**config.mk**
```make
export PLATFORM = sky130hd
export DESIGN_NAME = vend_slot_table
export DESIGN_NICKNAME = d
export VERILOG_FILES = /design/src/rtl/vend_slot_table.sv
export SDC_FILE = /design/constraint.sdc
export NUM_CORES = 1
export LEC_CHECK = 0
export BUFFER_PORTS_ARGS = -buffer_cell sky130_fd_sc_hd__buf_4
export CORE_MARGIN = 2
export CORE_UTILIZATION = 30
export CTS_BUF_LIST = sky130_fd_sc_hd__clkbuf_4 sky130_fd_sc_hd__clkbuf_8 sky130_fd_sc_hd__clkbuf_16
export CTS_CLUSTER_DIAMETER = 200
export DETAILED_ROUTE_END_ITERATION = 12
export PLACE_DENSITY = 0.56
export SYNTH_ARGS = -nofsm -noshare
export SYNTH_HDL_FRONTEND = slang
export SYNTH_SLANG_ARGS = --single-unit
```
**constraint.sdc**
```tcl
create_clock -name clk -period 4.4 [get_ports clk]
set_input_delay 0.44 -clock clk [delete_from_list [all_inputs] [get_ports clk]]
set_output_delay 0.44 -clock clk [all_outputs]
set_load 0.01 [all_outputs]
```
**src/rtl/vend_slot_table.sv**
```systemverilog
// Programmable slot table: per-slot enable, price and stock with registered lookup,
// vend (stock decrement), run-time configuration writes and a sequenced clear-all.
module vend_slot_table #(
  parameter int NUM_ROWS = 3,
  parameter int NUM_COLS = 3,
  parameter int PRICE_W  = 13,
  parameter int STOCK_W  = 4
) (
  input  logic               clk,
  input  logic               rst_n,
  input  logic               lookup_req,
  input  logic [15:0]        lookup_code,
  output logic               rsp_valid,
  output logic               rsp_code_v,
  output logic [PRICE_W-1:0] rsp_price,
  output logic [STOCK_W-1:0] rsp_stock,
  output logic               rsp_sold_out,
  input  logic               vend_req,
  input  logic [15:0]        vend_code,
  output logic               vend_ok,
  output logic               vend_err,
  input  logic               cfg_we,
  input  logic [15:0]        cfg_code,
  input  logic [PRICE_W-1:0] cfg_price,
  input  logic [STOCK_W-1:0] cfg_stock,
  output logic               cfg_err,
  input  logic               clear_all,
  output logic               busy
);

  localparam int DEPTH = NUM_ROWS * NUM_COLS;
  localparam int IDX_W = (DEPTH > 1) ? $clog2(DEPTH) : 1;

  typedef enum logic [0:0] {
    ST_IDLE  = 1'b0,
    ST_CLEAR = 1'b1
  } state_t;

  // Rows start at letter A (0xA); columns are numbered from 1.
  function automatic logic code_legal(input logic [15:0] c);
    int row;
    int col;
    row = int'(c[7:4]) - 10;
    col = int'(c[3:0]);
    return (c[15:8] == 8'h00) && (row >= 0) && (row < NUM_ROWS) &&
           (col >= 1) && (col <= NUM_COLS);
  endfunction

  function automatic logic [IDX_W-1:0] slot_idx(input logic [7:0] c);
    int tmp;
    tmp = (int'(c[7:4]) - 10) * NUM_COLS + int'(c[3:0]) - 1;
    return IDX_W'(tmp);
  endfunction

  state_t                            state_q, state_d;
  logic [IDX_W-1:0]                  idx_q, idx_d;
  logic [DEPTH-1:0]                  en_q, en_d;
  logic [DEPTH-1:0][PRICE_W-1:0]     price_q, price_d;
  logic [DEPTH-1:0][STOCK_W-1:0]     stock_q, stock_d;
  logic                              busy_q, busy_d;
  logic                              rsp_valid_q, rsp_valid_d;
  logic                              rsp_code_v_q, rsp_code_v_d;
  logic [PRICE_W-1:0]                rsp_price_q, rsp_price_d;
  logic [STOCK_W-1:0]                rsp_stock_q, rsp_stock_d;
  logic                              rsp_sold_out_q, rsp_sold_out_d;
  logic                              vend_ok_q, vend_ok_d;
  logic                              vend_err_q, vend_err_d;
  logic                              cfg_err_q, cfg_err_d;

  logic                              lk_legal_s, vd_legal_s, cf_legal_s;
  logic [IDX_W-1:0]                  lk_idx_s, vd_idx_s, cf_idx_s;

  assign lk_legal_s = code_legal(lookup_code);
  assign vd_legal_s = code_legal(vend_code);
  assign cf_legal_s = code_legal(cfg_code);
  assign lk_idx_s   = slot_idx(lookup_code[7:0]);
  assign vd_idx_s   = slot_idx(vend_code[7:0]);
  assign cf_idx_s   = slot_idx(cfg_code[7:0]);

  // Next-state: lookup response, then at most one table-modifying command per edge.
  always_comb begin
    state_d        = state_q;
    idx_d          = idx_q;
    en_d           = en_q;
    price_d        = price_q;
    stock_d        = stock_q;
    busy_d         = busy_q;
    rsp_valid_d    = lookup_req;
    rsp_code_v_d   = rsp_code_v_q;
    rsp_price_d    = rsp_price_q;
    rsp_stock_d    = rsp_stock_q;
    rsp_sold_out_d = rsp_sold_out_q;
    vend_ok_d      = 1'b0;
    vend_err_d     = 1'b0;
    cfg_err_d      = 1'b0;

    // Lookups see the table as it stands before this edge's command.
    if (lookup_req) begin
      if (lk_legal_s && (state_q == ST_IDLE) && en_q[lk_idx_s]) begin
        rsp_code_v_d   = 1'b1;
        rsp_price_d    = price_q[lk_idx_s];
        rsp_stock_d    = stock_q[lk_idx_s];
        rsp_sold_out_d = (stock_q[lk_idx_s] == '0);
      end else begin
        rsp_code_v_d   = 1'b0;
        rsp_price_d    = '0;
        rsp_stock_d    = '0;
        rsp_sold_out_d = 1'b0;
      end
    end else begin
      rsp_code_v_d = rsp_code_v_q;
    end

    case (state_q)
      ST_IDLE: begin
        if (clear_all) begin
          state_d    = ST_CLEAR;
          idx_d      = '0;
          busy_d     = 1'b1;
          cfg_err_d  = cfg_we;
          vend_err_d = vend_req;
        end else if (cfg_we) begin
          vend_err_d = vend_req;
          if (cf_legal_s) begin
            en_d[cf_idx_s]    = 1'b1;
            price_d[cf_idx_s] = cfg_price;
            stock_d[cf_idx_s] = cfg_stock;
          end else begin
            cfg_err_d = 1'b1;
          end
        end else if (vend_req) begin
          if (vd_legal_s && en_q[vd_idx_s] && (stock_q[vd_idx_s] != '0)) begin
            stock_d[vd_idx_s] = stock_q[vd_idx_s] - STOCK_W'(1);
            vend_ok_d         = 1'b1;
          end else begin
            vend_err_d = 1'b1;
          end
        end else begin
          state_d = ST_IDLE;
        end
      end
      ST_CLEAR: begin
        en_d[idx_q]    = 1'b0;
        price_d[idx_q] = '0;
        stock_d[idx_q] = '0;
        cfg_err_d      = cfg_we;
        vend_err_d     = vend_req;
        if (idx_q == IDX_W'(DEPTH - 1)) begin
          state_d = ST_IDLE;
          idx_d   = '0;
          busy_d  = 1'b0;
        end else begin
          idx_d = idx_q + IDX_W'(1);
        end
      end
      default: begin
        state_d = ST_IDLE;
        idx_d   = '0;
        busy_d  = 1'b0;
      end
    endcase
  end

  // State, table and registered outputs.
  always_ff @(posedge clk or negedge rst_n) begin
    if (!rst_n) begin
      state_q        <= ST_IDLE;
      idx_q          <= '0;
      en_q           <= '0;
      price_q        <= '0;
      stock_q        <= '0;
      busy_q         <= 1'b0;
      rsp_valid_q    <= 1'b0;
      rsp_code_v_q   <= 1'b0;
      rsp_price_q    <= '0;
      rsp_stock_q    <= '0;
      rsp_sold_out_q <= 1'b0;
      vend_ok_q      <= 1'b0;
      vend_err_q     <= 1'b0;
      cfg_err_q      <= 1'b0;
    end else begin
      state_q        <= state_d;
      idx_q          <= idx_d;
      en_q           <= en_d;
      price_q        <= price_d;
      stock_q        <= stock_d;
      busy_q         <= busy_d;
      rsp_valid_q    <= rsp_valid_d;
      rsp_code_v_q   <= rsp_code_v_d;
      rsp_price_q    <= rsp_price_d;
      rsp_stock_q    <= rsp_stock_d;
      rsp_sold_out_q <= rsp_sold_out_d;
      vend_ok_q      <= vend_ok_d;
      vend_err_q     <= vend_err_d;
      cfg_err_q      <= cfg_err_d;
    end
  end

  assign rsp_valid    = rsp_valid_q;
  assign rsp_code_v   = rsp_code_v_q;
  assign rsp_price    = rsp_price_q;
  assign rsp_stock    = rsp_stock_q;
  assign rsp_sold_out = rsp_sold_out_q;
  assign vend_ok      = vend_ok_q;
  assign vend_err     = vend_err_q;
  assign cfg_err      = cfg_err_q;
  assign busy         = busy_q;

endmodule

```
Word-level counts from Yosys, hierarchy flattened
Index checks and enable logic that the tools add are counted.

storage, ports and cells
  bits in registers = 191
  bits of input ports = 71
  output and inout bits = 24

operators by class
  $add $sub $neg = 11
  $mul = 3
  magnitude comparators = 19
  eq/ne operators = 9
  multiplexer cells = 68
  bitwise logic cells = 8
  reductions and logical operators = 27

operators by type and width
  operator              count
  $mux W117             3
  $pmux W117 S2         1
  $mux W36              5
  $and A117 B117 Y117   1
  $bwmux W117           1
  $not A117 Y117        1
  $demux W13 S4         2
  $bwmux W36            2
  $pmux W36 S2          1
  $bmux W13 S4          1
  $mux W13              4
  $demux W4 S4          3
  $and A36 B36 Y36      1
  $not A36 Y36          1
  $bmux W4 S4           2
  $mux W4               8
  $mux W9               3
  $ge A4 B1 Y1 const B  6
  $logic_not A8 Y1      3
  $mux W1               22
  $lt A4 B5 Y1 const B  4
  $logic_and A1 B1 Y1   19
  $pmux W9 S2           1
  $ge A5 B1 Y1 const B  3
  other kinds (26)      47

Logic depth before layout (Yosys ltp)
  depth in word-level cells = 14
  depth in mapped cells = 17

Worst setup path after synthesis
OpenSTA, ideal clock, no wires.

  path kind = in2reg
  from = input vend_code[5]
  to = register stock_q[14] (netlist name)
  library setup time = 126 ps
  data arrival time = 4,564 ps
  required time = 4,274 ps
  path slack = -290 ps
  stages on the path = 17
  path buffers = 1
  cell sequence = inv_1 -> ha_1 -> xnor2_1 -> fa_1 -> inv_1 -> fa_1 -> inv_1 -> clkbuf_1 -> mux2i_1 -> nor2_1 -> a31oi_1 -> ha_1 -> inv_1 -> o311a_1 -> nor2_2 -> a211oi_1 -> a221o_1

between the ends
  longest elaborated chain between the ends = 14

RTL lines
  what                                                    RTL line  RTL
  start: declaration                                      19        input logic [15:0] vend_code,
  $sub A4 B4 Y5 *                                         43, 51
  branches (longest 13 deep; another with $mul A5 B3 Y4)  n/a
  end signal: assignment                                  186       stock_q <= stock_d;
  end: declaration                                        59        logic [DEPTH-1:0][STOCK_W-1:0] stock_q, stock_d;

Every way passes the cells marked *. The select of a mux whose other input is x is not followed.
A chain may end at the register's enable or synchronous reset.

Worst setup path after layout
  from = input vend_code[5]
  to = register stock_q[13] (netlist name)

The elaborated chain is that of the path after synthesis.

==> Flow_metrics.wiki <==
{| class="wikitable"
! Metric !! Value
|-
| WL/cell || between 20 and 25 um
|-
| Setup violators final || 0
|-
| Largest incremental delay on the critical path || slightly above 0.5 ns
|-
| Yosys warning count || 0
|-
| Cell at the root of the clock tree || sky130_fd_sc_hd__clkbuf_16
|-
| Largest family of logic cells by synthesized area || multiplexers
|-
| Static power due to leakage || approximately 6.0 nW
|-
| Global route overflow || 0
|-
| Slowest cell on the critical path || sky130_fd_sc_hd__fa_1
|-
| Net count of the finished layout || around 1400
|-
| Floorplan row count || just over 70
|-
| Basic-gate share of the synthesized area counting and, or, nand and nor cells || between 10 and 15%
|-
| Via/cell ratio || around 5.3
|-
| Max-cap viol count || 0
|-
| Count of flip-flops with a built-in enable after synthesis || 0
|-
| Cell area after synthesis || around 12000 um^2
|-
| Starting utilization of the core area || between 30% and 40%
|-
| Share of synthesized registers carrying an async set or reset || between 90% and 100%
|-
| Crit-path max FO || 7
|-
| Peak supply drop || 0.000343 V
|-
| Area of the placeable core || ~39000 um^2
|-
| Violation count after the first detailed-routing iteration || 683
|-
| XOR/XNOR Fraction of Synth Area || 2.97%
|-
| Detailed Routing Iterations Pass 1 || 5
|-
| Clock tree from TritonCTS || built
|-
| Cell area after placement || approximately 13000 um^2
|-
| First-pass GRT wire length || between 50 and 60 mm
|-
| Layout cell share with drive strength beyond 1 || roughly 22%
|-
| Power share of the clock group || between 20% and 30%
|-
| Required time worst endpoint || between 4 and 5 ns
|-
| Psw || roughly 0.0032 W
|-
| Die area || 40500 um^2
|-
| Worst Tran Pin Value || around 1.1 ns
|-
| Routed Antenna Nets || 0
|-
| Pin count of the biggest net entering global routing || 106
|-
| Initial antenna violation count || 0
|-
| Cts bufs inserted || 17
|-
| Footprint of the multi-input gates || 6400 um^2
|-
| Cell breakdown of the critical path || buf_4 -> inv_1 -> ha_1 -> xnor2_1 -> fa_1 -> inv_1 -> fa_1 -> xor2_1 -> xor3_2 -> mux2i_1 -> o21a_1 -> ha_2 -> inv_1 -> o311a_1 -> nor2_4 -> a21o_1 -> a221o_1
|-
| Delay-heaviest family, CP || adder cells
|-
| Final instance area || 13900 um^2
|-
| Longest Clk Path Bufs || 2
|-
| Final period util || 91.8%
|-
| Chip height || 201 um
|-
| Count of unresolved DRC violations after routing || 0
|-
| Internal portion of total power || ~0.0045 W
|-
| Number of H-tree levels || 4
|-
| Category of the worst setup path capture point || flip-flop
|-
| Clock latency on the worst-skew pair || ~0.46 ns
|-
| Category of the worst setup path launch point || input port
|-
| Area growth from synthesis to layout || 18.9%
|-
| Fill cell count || a little under 4000
|-
| Complex-gate fraction of the synthesized area || about 16%
|-
| Vias in the first global route || around 9700
|-
| Clock skew || between 0.01 and 0.015 ns
|-
| Slew Limit Fails || 0
|-
| Cell count after synthesis || 1172
|-
| Sw frac || between 40% and 50%
|-
| Max Clk Rate || between 0.2 and 0.25 GHz
|-
| Clock-pin slew on the worst setup and hold paths || 0.07 ns
|-
| Number of nets produced by synthesis || 1269
|-
| Post-Synth Adder-Cell Area || under 10%
|-
| Setup bufs post-CTS || 0
|-
| Result of the run || finished clean
|-
| Main synth FF type || sky130_fd_sc_hd__dfrtp_1
|-
| Synth top area cells || sky130_fd_sc_hd__dfrtp_1 41%, sky130_fd_sc_hd__mux2i_1 10%, sky130_fd_sc_hd__mux4_2 8.9%, sky130_fd_sc_hd__o21ai_0 6.6%, sky130_fd_sc_hd__nand2_1 5.6%
|-
| Unique cell type count in the Yosys netlist || 72
|-
| Worst slack on hold paths || ~0.078 ns
|-
| FF/Latch Area || roughly 4800 um^2
|-
| Global placer's final weighted congestion || between 0.9 and 1
|-
| Number of diodes added for antenna fixing || 0
|-
| Gate power share || around 45%
|-
| Number of synthesized register bits || approximately 190
|-
| GRT Total Usage || between 10% and 20%
|-
| Dominant cell type by count on the critical path || sky130_fd_sc_hd__inv_1
|-
| Total chip power || 0.00774 W
|-
| DRT Wirelength || approximately 37 mm
|-
| Sequential Power Share || a little over a third
|-
| Clock sink count || ~190
|-
| Portion of synthesized cell area occupied by the leading cell type || about two fifths
|-
| Post-Syn Area per Cell || 9.96 um^2
|-
| Slew Limit Headroom || ~26%
|-
| Bufs and invs on worst path || 4
|-
| Quantity of gates resized following cts || 0
|-
| PD cells || around 560 nW/um^2
|-
| DP Wirelength || 25.5 mm
|-
| Hold/Removal Path Class || input port to async pin
|-
| CP arrival || roughly 4.4 ns
|-
| Shortest period the worst path allows || between 4 and 5 ns
|-
| RSZ-0062 raised after global routing || false
|-
| Top Ports || 95
|-
| Number of vias in the routed layout || roughly 9600
|-
| Startpoint-to-endpoint class of the critical path || input port to flip-flop
|-
| Sequential cell area fraction in the yosys report || approximately two fifths
|-
| Fraction of synthesized area in multiplexers || slightly below 20%
|-
| Most area-hungry cell type in the Yosys netlist || sky130_fd_sc_hd__dfrtp_1
|-
| Input/output buffers || between 90 and 100
|-
| Width of the chip || roughly 200 um
|-
| Number of hold buffers added after CTS || 0
|-
| Hold Fails Final Rpt || 0
|}
==> sequential cells by signal, indices dropped and copies added (netlist names) <==
register      flops
price_q         117
rsp_stock         4
vend_err          1
cfg_err           1
stock_q          36
rsp_valid         1
rsp_sold_out      1
rsp_price        13
state_q           1
rsp_code_v        1
vend_ok           1
busy              1
en_q              9
idx_q             4
==> worst paths after layout <==
check,slack (ns),depth (start not counted),start,endpoint
worst max-delay path,0.36,17,vend_code[5],stock_q[13]
worst min-delay path,0.08,1,rst_n,vend_err
worst max register to register,1.49,11,stock_q[12],stock_q[15]
worst min register to register,0.50,2,price_q[33],price_q[33]
max in group asynchronous,3.30,2,rst_n,rsp_price[8]
min in group clk,0.24,2,vend_req,vend_ok
==> per-stage QoR <==
step / cells / setup WS, ns / utilization [%] / setup TNS (ns)
floorplan: 1172 / 0.0583 / - / 0
global placement: 1770 / -0.00383 / 34.5 / -0.00757
detailed placement: 1770 / -0.103 / 34.5 / -1.09
CTS: 1802 / 0.379 / 36.0 / 0
global route: 1802 / 0.126 / 36.0 / 0
finish: 1802 / 0.361 / 36.0 / 0
==> power by group through the flow <==
stage	registers [W]	clock network, W	logic [W]
3_5_place_dp	0.00273	0	0.00344
6_report	0.00272	0.00156	0.00346
4_1_cts	0.00270	0.00159	0.00345
3_3_place_gp	0.00270	0	0.00338
5_1_grt	0.00279	0.00166	0.00378
2_1_floorplan	0.00257	0	0.00232
==> routing by layer <==
metal  GRT usage, %  share of wire (%)
met5              0                  0
met4           5.91                1.7
met1           25.7                 45
met3           4.28                7.3
met2           29.1                 45
==> layout make-up <==
cell class	instances	area share (%)
timing repair buffer	164	9.36
tap	518	4.67
inverter	45	1.22
clock inverter	12	0.955
multi-input combinational	852	46.1
clock buffer	20	3.23
sequential	191	34.5
==> Yosys cell counts (6+ instances only) <==
cell type	number
sky130_fd_sc_hd__a31oi_1	20
sky130_fd_sc_hd__dfrtp_1	191
sky130_fd_sc_hd__nor2_2	6
sky130_fd_sc_hd__xnor2_1	21
sky130_fd_sc_hd__inv_1	45
sky130_fd_sc_hd__mux4_2	46
sky130_fd_sc_hd__clkbuf_1	59
sky130_fd_sc_hd__fa_1	6
sky130_fd_sc_hd__o21ai_0	154
sky130_fd_sc_hd__nand3_1	17
sky130_fd_sc_hd__o21ai_1	11
sky130_fd_sc_hd__nand2b_1	6
sky130_fd_sc_hd__a22o_1	15
sky130_fd_sc_hd__ha_1	20
sky130_fd_sc_hd__a22oi_1	14
sky130_fd_sc_hd__nor2_1	44
sky130_fd_sc_hd__or3_1	8
sky130_fd_sc_hd__mux2i_1	122
sky130_fd_sc_hd__a221o_1	8
sky130_fd_sc_hd__buf_2	13
sky130_fd_sc_hd__nor3_1	11
sky130_fd_sc_hd__a21oi_1	17
sky130_fd_sc_hd__nand2_1	173
sky130_fd_sc_hd__nand4_1	6
sky130_fd_sc_hd__and2_1	9
sky130_fd_sc_hd__o21a_1	7
sky130_fd_sc_hd__o22ai_1	29
==> cell usage in the layout, fill, tap and decap left out, types with 7 or more instances in the layout <==
| master | n |
|---|---|
| sky130_fd_sc_hd__clkbuf_16 | 17 |
| sky130_fd_sc_hd__a21oi_1 | 16 |
| sky130_fd_sc_hd__xnor2_1 | 21 |
| sky130_fd_sc_hd__a22o_1 | 15 |
| sky130_fd_sc_hd__nand3_1 | 17 |
| sky130_fd_sc_hd__o22ai_1 | 29 |
| sky130_fd_sc_hd__or3_1 | 8 |
| sky130_fd_sc_hd__mux4_2 | 46 |
| sky130_fd_sc_hd__a221o_1 | 8 |
| sky130_fd_sc_hd__ha_1 | 17 |
| sky130_fd_sc_hd__o21a_1 | 7 |
| sky130_fd_sc_hd__nand2_1 | 173 |
| sky130_fd_sc_hd__o21ai_0 | 154 |
| sky130_fd_sc_hd__nor3_1 | 10 |
| sky130_fd_sc_hd__and2_1 | 9 |
| sky130_fd_sc_hd__o21ai_1 | 11 |
| sky130_fd_sc_hd__a22oi_1 | 14 |
| sky130_fd_sc_hd__mux2i_1 | 122 |
| sky130_fd_sc_hd__a31oi_1 | 19 |
| sky130_fd_sc_hd__inv_1 | 45 |
| sky130_fd_sc_hd__nor2_1 | 44 |
| sky130_fd_sc_hd__buf_4 | 158 |
| sky130_fd_sc_hd__dfrtp_1 | 190 |
==> cells by family after synthesis <==
family / Yosys count
xor+xnor: 32
buf+inv: 129
flops: 191
mux: 172
fa+ha+maj: 26
compound gates: 309
simple gates: 313
(Power assumes the default switching activity.)
